[config.mk]
export PLATFORM = sky130hd
export DESIGN_NAME = dsr_share_arbiter_flat
export DESIGN_NICKNAME = d
export VERILOG_FILES = /design/src/rtl/dsr_share_arbiter_if.sv /design/src/rtl/dsr_share_arbiter.sv /design/src/flat_wrapper.sv
export SDC_FILE = /design/constraint.sdc
export NUM_CORES = 1
export LEC_CHECK = 0
export BUFFER_PORTS_ARGS = -buffer_cell sky130_fd_sc_hd__buf_2
export CAP_MARGIN = 30
export CELL_PAD_IN_SITES_DETAIL_PLACEMENT = 1
export CELL_PAD_IN_SITES_GLOBAL_PLACEMENT = 2
export CORE_MARGIN = 4
export CORE_UTILIZATION = 18
export DETAILED_ROUTE_END_ITERATION = 16
export HOLD_SLACK_MARGIN = 0.1
export PLACE_DENSITY_LB_ADDON = 0.15
export SLEW_MARGIN = 5
export SYNTH_ARGS = -nofsm -noshare
export SYNTH_HDL_FRONTEND = slang
export SYNTH_SLANG_ARGS = --single-unit
[constraint.sdc]
create_clock -name clk -period 2.1 [get_ports clk]
set_clock_uncertainty 0.2 [all_clocks]
set_input_delay 0.21 -clock clk [delete_from_list [all_inputs] [get_ports clk]]
set_output_delay 0.21 -clock clk [all_outputs]
set_load 0.1 [all_outputs]
[src/rtl/dsr_share_arbiter_if.sv]
// ---------------------------------------------------------------------------
// dsr_share_arbiter_if
// Handshake bundle between the two shift requesters, the result consumer and
// dsr_share_arbiter.
//   req0_* : execute-stage shift/extract requester (valid/ready, a, b, sa, tag)
//   req1_* : memory-alignment requester (valid/ready, a, b, sa, tag)
//   res_*  : one-entry result buffer (valid/ready, y, src, tag)
// Modports:
//   slave  : arbiter side (takes requests, presents results)
//   master : requester/consumer side
// Data words are numbered with bit 0 as the MSB.
// ---------------------------------------------------------------------------
interface dsr_share_arbiter_if #(
    parameter int WIDTH = 32,
    parameter int SA_W  = 5,
    parameter int TAG_W = 4
);
    logic                 req0_valid;
    logic                 req0_ready;
    logic [0:WIDTH-1]     req0_a;
    logic [0:WIDTH-1]     req0_b;
    logic [SA_W-1:0]      req0_sa;
    logic [TAG_W-1:0]     req0_tag;

    logic                 req1_valid;
    logic                 req1_ready;
    logic [0:WIDTH-1]     req1_a;
    logic [0:WIDTH-1]     req1_b;
    logic [SA_W-1:0]      req1_sa;
    logic [TAG_W-1:0]     req1_tag;

    logic                 res_valid;
    logic                 res_ready;
    logic [0:WIDTH-1]     res_y;
    logic                 res_src;
    logic [TAG_W-1:0]     res_tag;

    modport slave (
        input  req0_valid, req0_a, req0_b, req0_sa, req0_tag,
        output req0_ready,
        input  req1_valid, req1_a, req1_b, req1_sa, req1_tag,
        output req1_ready,
        output res_valid, res_y, res_src, res_tag,
        input  res_ready
    );

    modport master (
        output req0_valid, req0_a, req0_b, req0_sa, req0_tag,
        input  req0_ready,
        output req1_valid, req1_a, req1_b, req1_sa, req1_tag,
        input  req1_ready,
        input  res_valid, res_y, res_src, res_tag,
        output res_ready
    );
endinterface

[src/rtl/dsr_share_arbiter.sv]
// ---------------------------------------------------------------------------
// dsr_share_arbiter
// Shares one external combinational double-shift-right unit between two
// requesters and registers the result in a one-entry valid/ready buffer.
//
// Ports:
//   clk, rst_n      : clock (rising edge), async active-low reset
//   bus (slave)     : req0_*/req1_* request handshakes, res_* result buffer
//   dsr_a/b/sa      : operands driven to the shared shifter
//   dsr_y           : shifter result, combinational from dsr_*
//
// Build option:
//   DSR_ARB_ROUND_ROBIN_EN  defined   -> alternating priority pointer
//                           undefined -> fixed priority, port 0 wins
//
// State | meaning
// ------+---------------------------------------------
// EMPTY | result buffer holds nothing valid
// FULL  | result buffer holds a result awaiting res_ready
// ---------------------------------------------------------------------------
module dsr_share_arbiter #(
    parameter int WIDTH = 32,
    parameter int SA_W  = 5,
    parameter int TAG_W = 4
) (
    input  logic                  clk,
    input  logic                  rst_n,
    dsr_share_arbiter_if.slave    bus,
    output logic [0:WIDTH-1]      dsr_a,
    output logic [0:WIDTH-1]      dsr_b,
    output logic [SA_W-1:0]       dsr_sa,
    input  logic [0:WIDTH-1]      dsr_y
);
    localparam logic [0:0] ST_EMPTY = 1'b0;
    localparam logic [0:0] ST_FULL  = 1'b1;

    logic [0:0]           state;
    logic                 can_accept;
    logic                 grant0;
    logic                 grant1;
    logic                 any_grant;
    logic                 sel;
    logic                 ptr;
    logic [0:WIDTH-1]     res_y_q;
    logic                 res_src_q;
    logic [TAG_W-1:0]     res_tag_q;

`ifdef DSR_ARB_ROUND_ROBIN_EN
    // Pointer names the port that wins the next tie; it flips to the other
    // port after every grant, whichever port was granted.
    always_ff @(posedge clk or negedge rst_n) begin
        if (!rst_n) begin
            ptr <= 1'b0;
        end else if (any_grant) begin
            ptr <= grant0;
        end
    end
`else
    assign ptr = 1'b0;
`endif

    // Ready is gated by rst_n so no handshake can complete while in reset.
    always_comb begin
        can_accept = (state == ST_EMPTY) || bus.res_ready;
        grant0     = rst_n && can_accept && bus.req0_valid
                     && (!bus.req1_valid || !ptr);
        grant1     = rst_n && can_accept && bus.req1_valid
                     && (!bus.req0_valid || ptr);
        any_grant  = grant0 || grant1;
        // Idle cycles park the mux on the pointer port so dsr_* stays defined.
        sel        = grant1 || (!grant0 && ptr);
    end

    assign bus.req0_ready = grant0;
    assign bus.req1_ready = grant1;

    assign dsr_a  = sel ? bus.req1_a  : bus.req0_a;
    assign dsr_b  = sel ? bus.req1_b  : bus.req0_b;
    assign dsr_sa = sel ? bus.req1_sa : bus.req0_sa;

    // A grant while FULL with res_ready high drains and refills on one edge.
    always_ff @(posedge clk or negedge rst_n) begin
        if (!rst_n) begin
            state     <= ST_EMPTY;
            res_y_q   <= '0;
            res_src_q <= 1'b0;
            res_tag_q <= '0;
        end else begin
            case (state)
                ST_EMPTY: if (any_grant) state <= ST_FULL;
                ST_FULL:  if (!any_grant && bus.res_ready) state <= ST_EMPTY;
                default:  state <= ST_EMPTY;
            endcase
            if (any_grant) begin
                res_y_q   <= dsr_y;
                res_src_q <= sel;
                res_tag_q <= sel ? bus.req1_tag : bus.req0_tag;
            end
        end
    end

    assign bus.res_valid = (state == ST_FULL);
    assign bus.res_y     = res_y_q;
    assign bus.res_src   = res_src_q;
    assign bus.res_tag   = res_tag_q;
endmodule

[src/flat_wrapper.sv]
// flat-port wrapper written by rule: the top's interface ports become plain ports
module dsr_share_arbiter_flat 
#(
    parameter int WIDTH = 32,
    parameter int SA_W  = 5,
    parameter int TAG_W = 4
)
  (clk, rst_n, dsr_a, dsr_b, dsr_sa, dsr_y, bus_req0_valid, bus_req0_a, bus_req0_b, bus_req0_sa, bus_req0_tag, bus_req0_ready, bus_req1_valid, bus_req1_a, bus_req1_b, bus_req1_sa, bus_req1_tag, bus_req1_ready, bus_res_valid, bus_res_y, bus_res_src, bus_res_tag, bus_res_ready);
  dsr_share_arbiter_if #(.WIDTH(WIDTH), .SA_W(SA_W), .TAG_W(TAG_W)) bus_i ();
  input  logic clk;
  input  logic rst_n;
  output logic [0:WIDTH-1] dsr_a;
  output logic [0:WIDTH-1] dsr_b;
  output logic [SA_W-1:0] dsr_sa;
  input  logic [0:WIDTH-1] dsr_y;
  input wire logic [$bits(bus_i.req0_valid)-1:0] bus_req0_valid;
  input wire logic [$bits(bus_i.req0_a)-1:0] bus_req0_a;
  input wire logic [$bits(bus_i.req0_b)-1:0] bus_req0_b;
  input wire logic [$bits(bus_i.req0_sa)-1:0] bus_req0_sa;
  input wire logic [$bits(bus_i.req0_tag)-1:0] bus_req0_tag;
  output wire logic [$bits(bus_i.req0_ready)-1:0] bus_req0_ready;
  input wire logic [$bits(bus_i.req1_valid)-1:0] bus_req1_valid;
  input wire logic [$bits(bus_i.req1_a)-1:0] bus_req1_a;
  input wire logic [$bits(bus_i.req1_b)-1:0] bus_req1_b;
  input wire logic [$bits(bus_i.req1_sa)-1:0] bus_req1_sa;
  input wire logic [$bits(bus_i.req1_tag)-1:0] bus_req1_tag;
  output wire logic [$bits(bus_i.req1_ready)-1:0] bus_req1_ready;
  output wire logic [$bits(bus_i.res_valid)-1:0] bus_res_valid;
  output wire logic [$bits(bus_i.res_y)-1:0] bus_res_y;
  output wire logic [$bits(bus_i.res_src)-1:0] bus_res_src;
  output wire logic [$bits(bus_i.res_tag)-1:0] bus_res_tag;
  input wire logic [$bits(bus_i.res_ready)-1:0] bus_res_ready;
  assign bus_i.req0_valid = bus_req0_valid;
  assign bus_i.req0_a = bus_req0_a;
  assign bus_i.req0_b = bus_req0_b;
  assign bus_i.req0_sa = bus_req0_sa;
  assign bus_i.req0_tag = bus_req0_tag;
  assign bus_req0_ready = bus_i.req0_ready;
  assign bus_i.req1_valid = bus_req1_valid;
  assign bus_i.req1_a = bus_req1_a;
  assign bus_i.req1_b = bus_req1_b;
  assign bus_i.req1_sa = bus_req1_sa;
  assign bus_i.req1_tag = bus_req1_tag;
  assign bus_req1_ready = bus_i.req1_ready;
  assign bus_res_valid = bus_i.res_valid;
  assign bus_res_y = bus_i.res_y;
  assign bus_res_src = bus_i.res_src;
  assign bus_res_tag = bus_i.res_tag;
  assign bus_i.res_ready = bus_res_ready;
  dsr_share_arbiter #(.WIDTH(WIDTH), .SA_W(SA_W), .TAG_W(TAG_W)) u_core (.clk(clk), .rst_n(rst_n), .bus(bus_i), .dsr_a(dsr_a), .dsr_b(dsr_b), .dsr_sa(dsr_sa), .dsr_y(dsr_y));
endmodule
==> flow_metrics.env <==
export IMPL_status="finished, violations left"
export IMPL_violations="negative hold slack, negative setup slack"
export IMPL_path_cells="nand2b_4 -> nand4b_4 -> buf_12 -> mux2_2 -> buf_12"
export IMPL_rows=43
export IMPL_overflow=0
export IMPL_synth_edf_count=0
export IMPL_cap_violations=0
export IMPL_tightest_slew_ns=0.510
export IMPL_synth_seq_area_share_pct=36.2
export IMPL_routedWlPerCell_um=20.2
export IMPL_routed_wl_mm=13.7
export IMPL_synth_area_leader_cell="mux2_4"
export IMPL_internal_power_w=0.00223
export IMPL_post_synth_cell_area_avg_um2=15.8
export IMPL_dp_cells=634
export IMPL_yosysUniqueCellTypes=13
export IMPL_pwr_share_comb_pct=64.3
export IMPL_nFillCells=1558
export IMPL_synthFlopType="dfrtp_1"
export IMPL_dp_hpwl_mm=11.7
export IMPL_cts_tree="built"
export IMPL_slew_violations=0
export IMPL_cts_sinks=38
export IMPL_drt_iter0_markers=43
export IMPL_htree_levels=2
export IMPL_path_clk_slew_ns=0.06
export IMPL_cpPeakStageDelay_ns=0.40
export IMPL_clock_path_buffers=2
export IMPL_ys_top_cells_by_area="mux2_4 (39%), dfrtp_1 (36%), mux2_2 (17%), buf_6 (3.4%), nand4b_4 (0.91%)"
export IMPL_coreArea_um2=14100
export IMPL_ys_seq_elements=38
export IMPL_multi_input_area_um2=1570
export IMPL_hold_ws_ns=-0.106
export IMPL_pwr_share_seq_pct=19.8
export IMPL_rrSetupSlack_ns=0.39
export IMPL_pwr_share_clk_pct=16.0
export IMPL_place_port_buffers=291
export IMPL_critPathSlowestCell="mux2_2"
export IMPL_area_growth_syn_to_layout_pct=123
export IMPL_io_pins=292
export IMPL_dr_pass1_iters=4
export IMPL_syn_nets=349
export IMPL_reg2reg_from="u_core.bus.res_valid"
export IMPL_netlist_top_cells_count="mux2_4 (68), mux2_2 (39), dfrtp_1 (38)"
export IMPL_ir_drop_v=0.000644
export IMPL_cts_root_buf="clkbuf_16"
export IMPL_cts_buffers=5
export IMPL_drive_gt1_share_pct=84.3
export IMPL_holdCritPathClass="input port to async pin"
export IMPL_cp_start_kind="flip-flop"
export IMPL_grt_pass1_vias=3017
export IMPL_final_util_pct=41.5
export IMPL_worstSetupPathType="flip-flop to output pin"
export IMPL_postCtsHoldBufs=35
export IMPL_worst_path_most_repeated_cell="buf_12"
export IMPL_end_kind="output pin"
export IMPL_antenna_found_initial=3
export IMPL_die_height_um=129
export IMPL_critPathMaxFanout=33
export IMPL_initial_utilization_pct=18.6
export IMPL_instances_no_fill=677
export IMPL_die_area_um2=16600
export IMPL_finalSetupViolations=45
export IMPL_fin_ws_ns=-0.0635
export IMPL_p_sw_w=0.00248
export IMPL_crit_arrival_ns=1.75
export IMPL_rsz0062_at_grt="true"
export IMPL_clock_latency_ns=0.28
export IMPL_synthArstFlopShare_pct=100
export IMPL_fin_crit_sh_pct=103
export IMPL_via_per_inst=4.00
export IMPL_yosysMostFrequentCell="mux2_4"
export IMPL_max_freq_mhz=462
export IMPL_power_density_nw_per_um2=805
export IMPL_yosys_area_top_type_share_pct=38.9
export IMPL_finalPower_w=0.00471
export IMPL_final_nets=679
export IMPL_gp_congestion=0.842
export IMPL_seq_area_um2=952
export IMPL_ant_nets=0
export IMPL_die_w_um=129
export IMPL_synthCells=166
export IMPL_max_slew_margin_pct=66.2
export IMPL_final_hold_violation_count=38
export IMPL_yosysWarnings=0
export IMPL_p_leak_nw=3.09
export IMPL_netSwitchingFraction_pct=52.6
export IMPL_synth_area_um2=2620
export IMPL_fin_setup_tns_ns=-1.21
export IMPL_crit_start="u_core.bus.res_valid"
export IMPL_n_antenna_cell=0
export IMPL_grt_pass1_wl_mm=19.3
export IMPL_grt_start_max_net_pins=40
export IMPL_min_period_ns=2.16
export IMPL_drc_errors=0
export IMPL_crit_required_ns=1.69
export IMPL_track_usage_pct=15.4
export IMPL_vias=2707
power by group through the flow:
stage                     clock [W]  sequential (W)  combinational [W]
after floorplan                   0         0.00194            0.00112
after global placement            0        0.000935            0.00291
after detailed placement          0        0.000945            0.00292
after CTS                  0.000789        0.000934            0.00301
after global routing       0.000826        0.000950            0.00311
final                      0.000751        0.000931            0.00303
repair_timing:
| item | in CTS | in global routing |
|---|---|---|
| buffers inserted | 0 | 0 |
| hold endpoints to repair | 72 | 38 |
| gates cloned | 0 | 0 |
| setup endpoints to repair | 63 | 69 |
| gates resized for setup | 32 | 26 |
cell type report:
type	instances	share of cell area, %
clock inverter	1	0.0855
timing repair buffer	333	50.4
multi-input combinational	116	26.8
clock buffer	7	2.44
tap	180	3.85
inverter	2	0.192
sequential	38	16.3
critical path, delay by kind of cell (launching register included):
kind | cells | cell delay (ns)
buffers and inverters | 2 | 0.45
multiplexers | 1 | 0.40
flip-flops | 1 | 0.38
AND/OR/NAND/NOR | 2 | 0.22
layer usage:
metal	share of wire, %	track usage, %	up-vias	wire length, um
met4	1.1	2.72	6	150
li1	-	-	1263	-
met1	34	16.5	1276	4650
met2	54	29.3	148	7380
met3	10	5.40	14	1420
met5	0.30	0	-	41
worst paths after layout:
path                                    endpoint  cells after the start
hold / removal              u_core.bus.res_y[20]                      2
max in group asynchronous   u_core.bus.res_valid                      2
min in group clk           u_core.bus.res_tag[0]                      3
setup reg to reg            u_core.bus.res_y[27]                      5
hold reg to reg             u_core.bus.res_y[28]                      1
setup / recovery                       dsr_sa[4]                      5
kinds of logic after synthesis:
group | share of synthesized area (%)
DFF | 36.2
AOI/OAI and AO/OA | 1.00
muxes | 56.5
buffers and inverters | 4.29
and+or+nand+nor | 1.96
flip-flops by register name, indices dropped and copies added, names as in the netlist:
signal,cells
u_core.bus.res_y,32
u_core.bus.res_tag,4
u_core.bus.res_src,1
u_core.bus.res_valid,1
cells in the final DEF (no fill, tap or decap):
cell             n
nand2b_4         1
buf_12          72
buf_6            3
nand2b_2         1
and3_2           1
mux2_4          68
mux2_1           2
buf_4            3
nand2_1          1
nand4b_4         1
buf_2          220
dlygate4sd3_1   35
o211ai_4         1
dfrtp_1         37
clkbuf_8         1
clkbuf_16        5
inv_1            1
clkinv_2         1
clkinvlp_4       1
mux2_2          39
o21ai_0          1
dfrtp_2          1
clkbuf_1         1
through the flow:
stage,setup WS [ns],area [um2],hold WS [ns]
3_5_place_dp,0.148,5140,0.235
5_1_grt,-0.122,5850,-0.0424
6_report,-0.0635,5850,-0.106
4_1_cts,-0.0752,5740,-0.0656
2_1_floorplan,0.00142,2630,-0.286
3_3_place_gp,0.183,5140,0.221
Note: power is estimated with default switching activity, not from simulation.
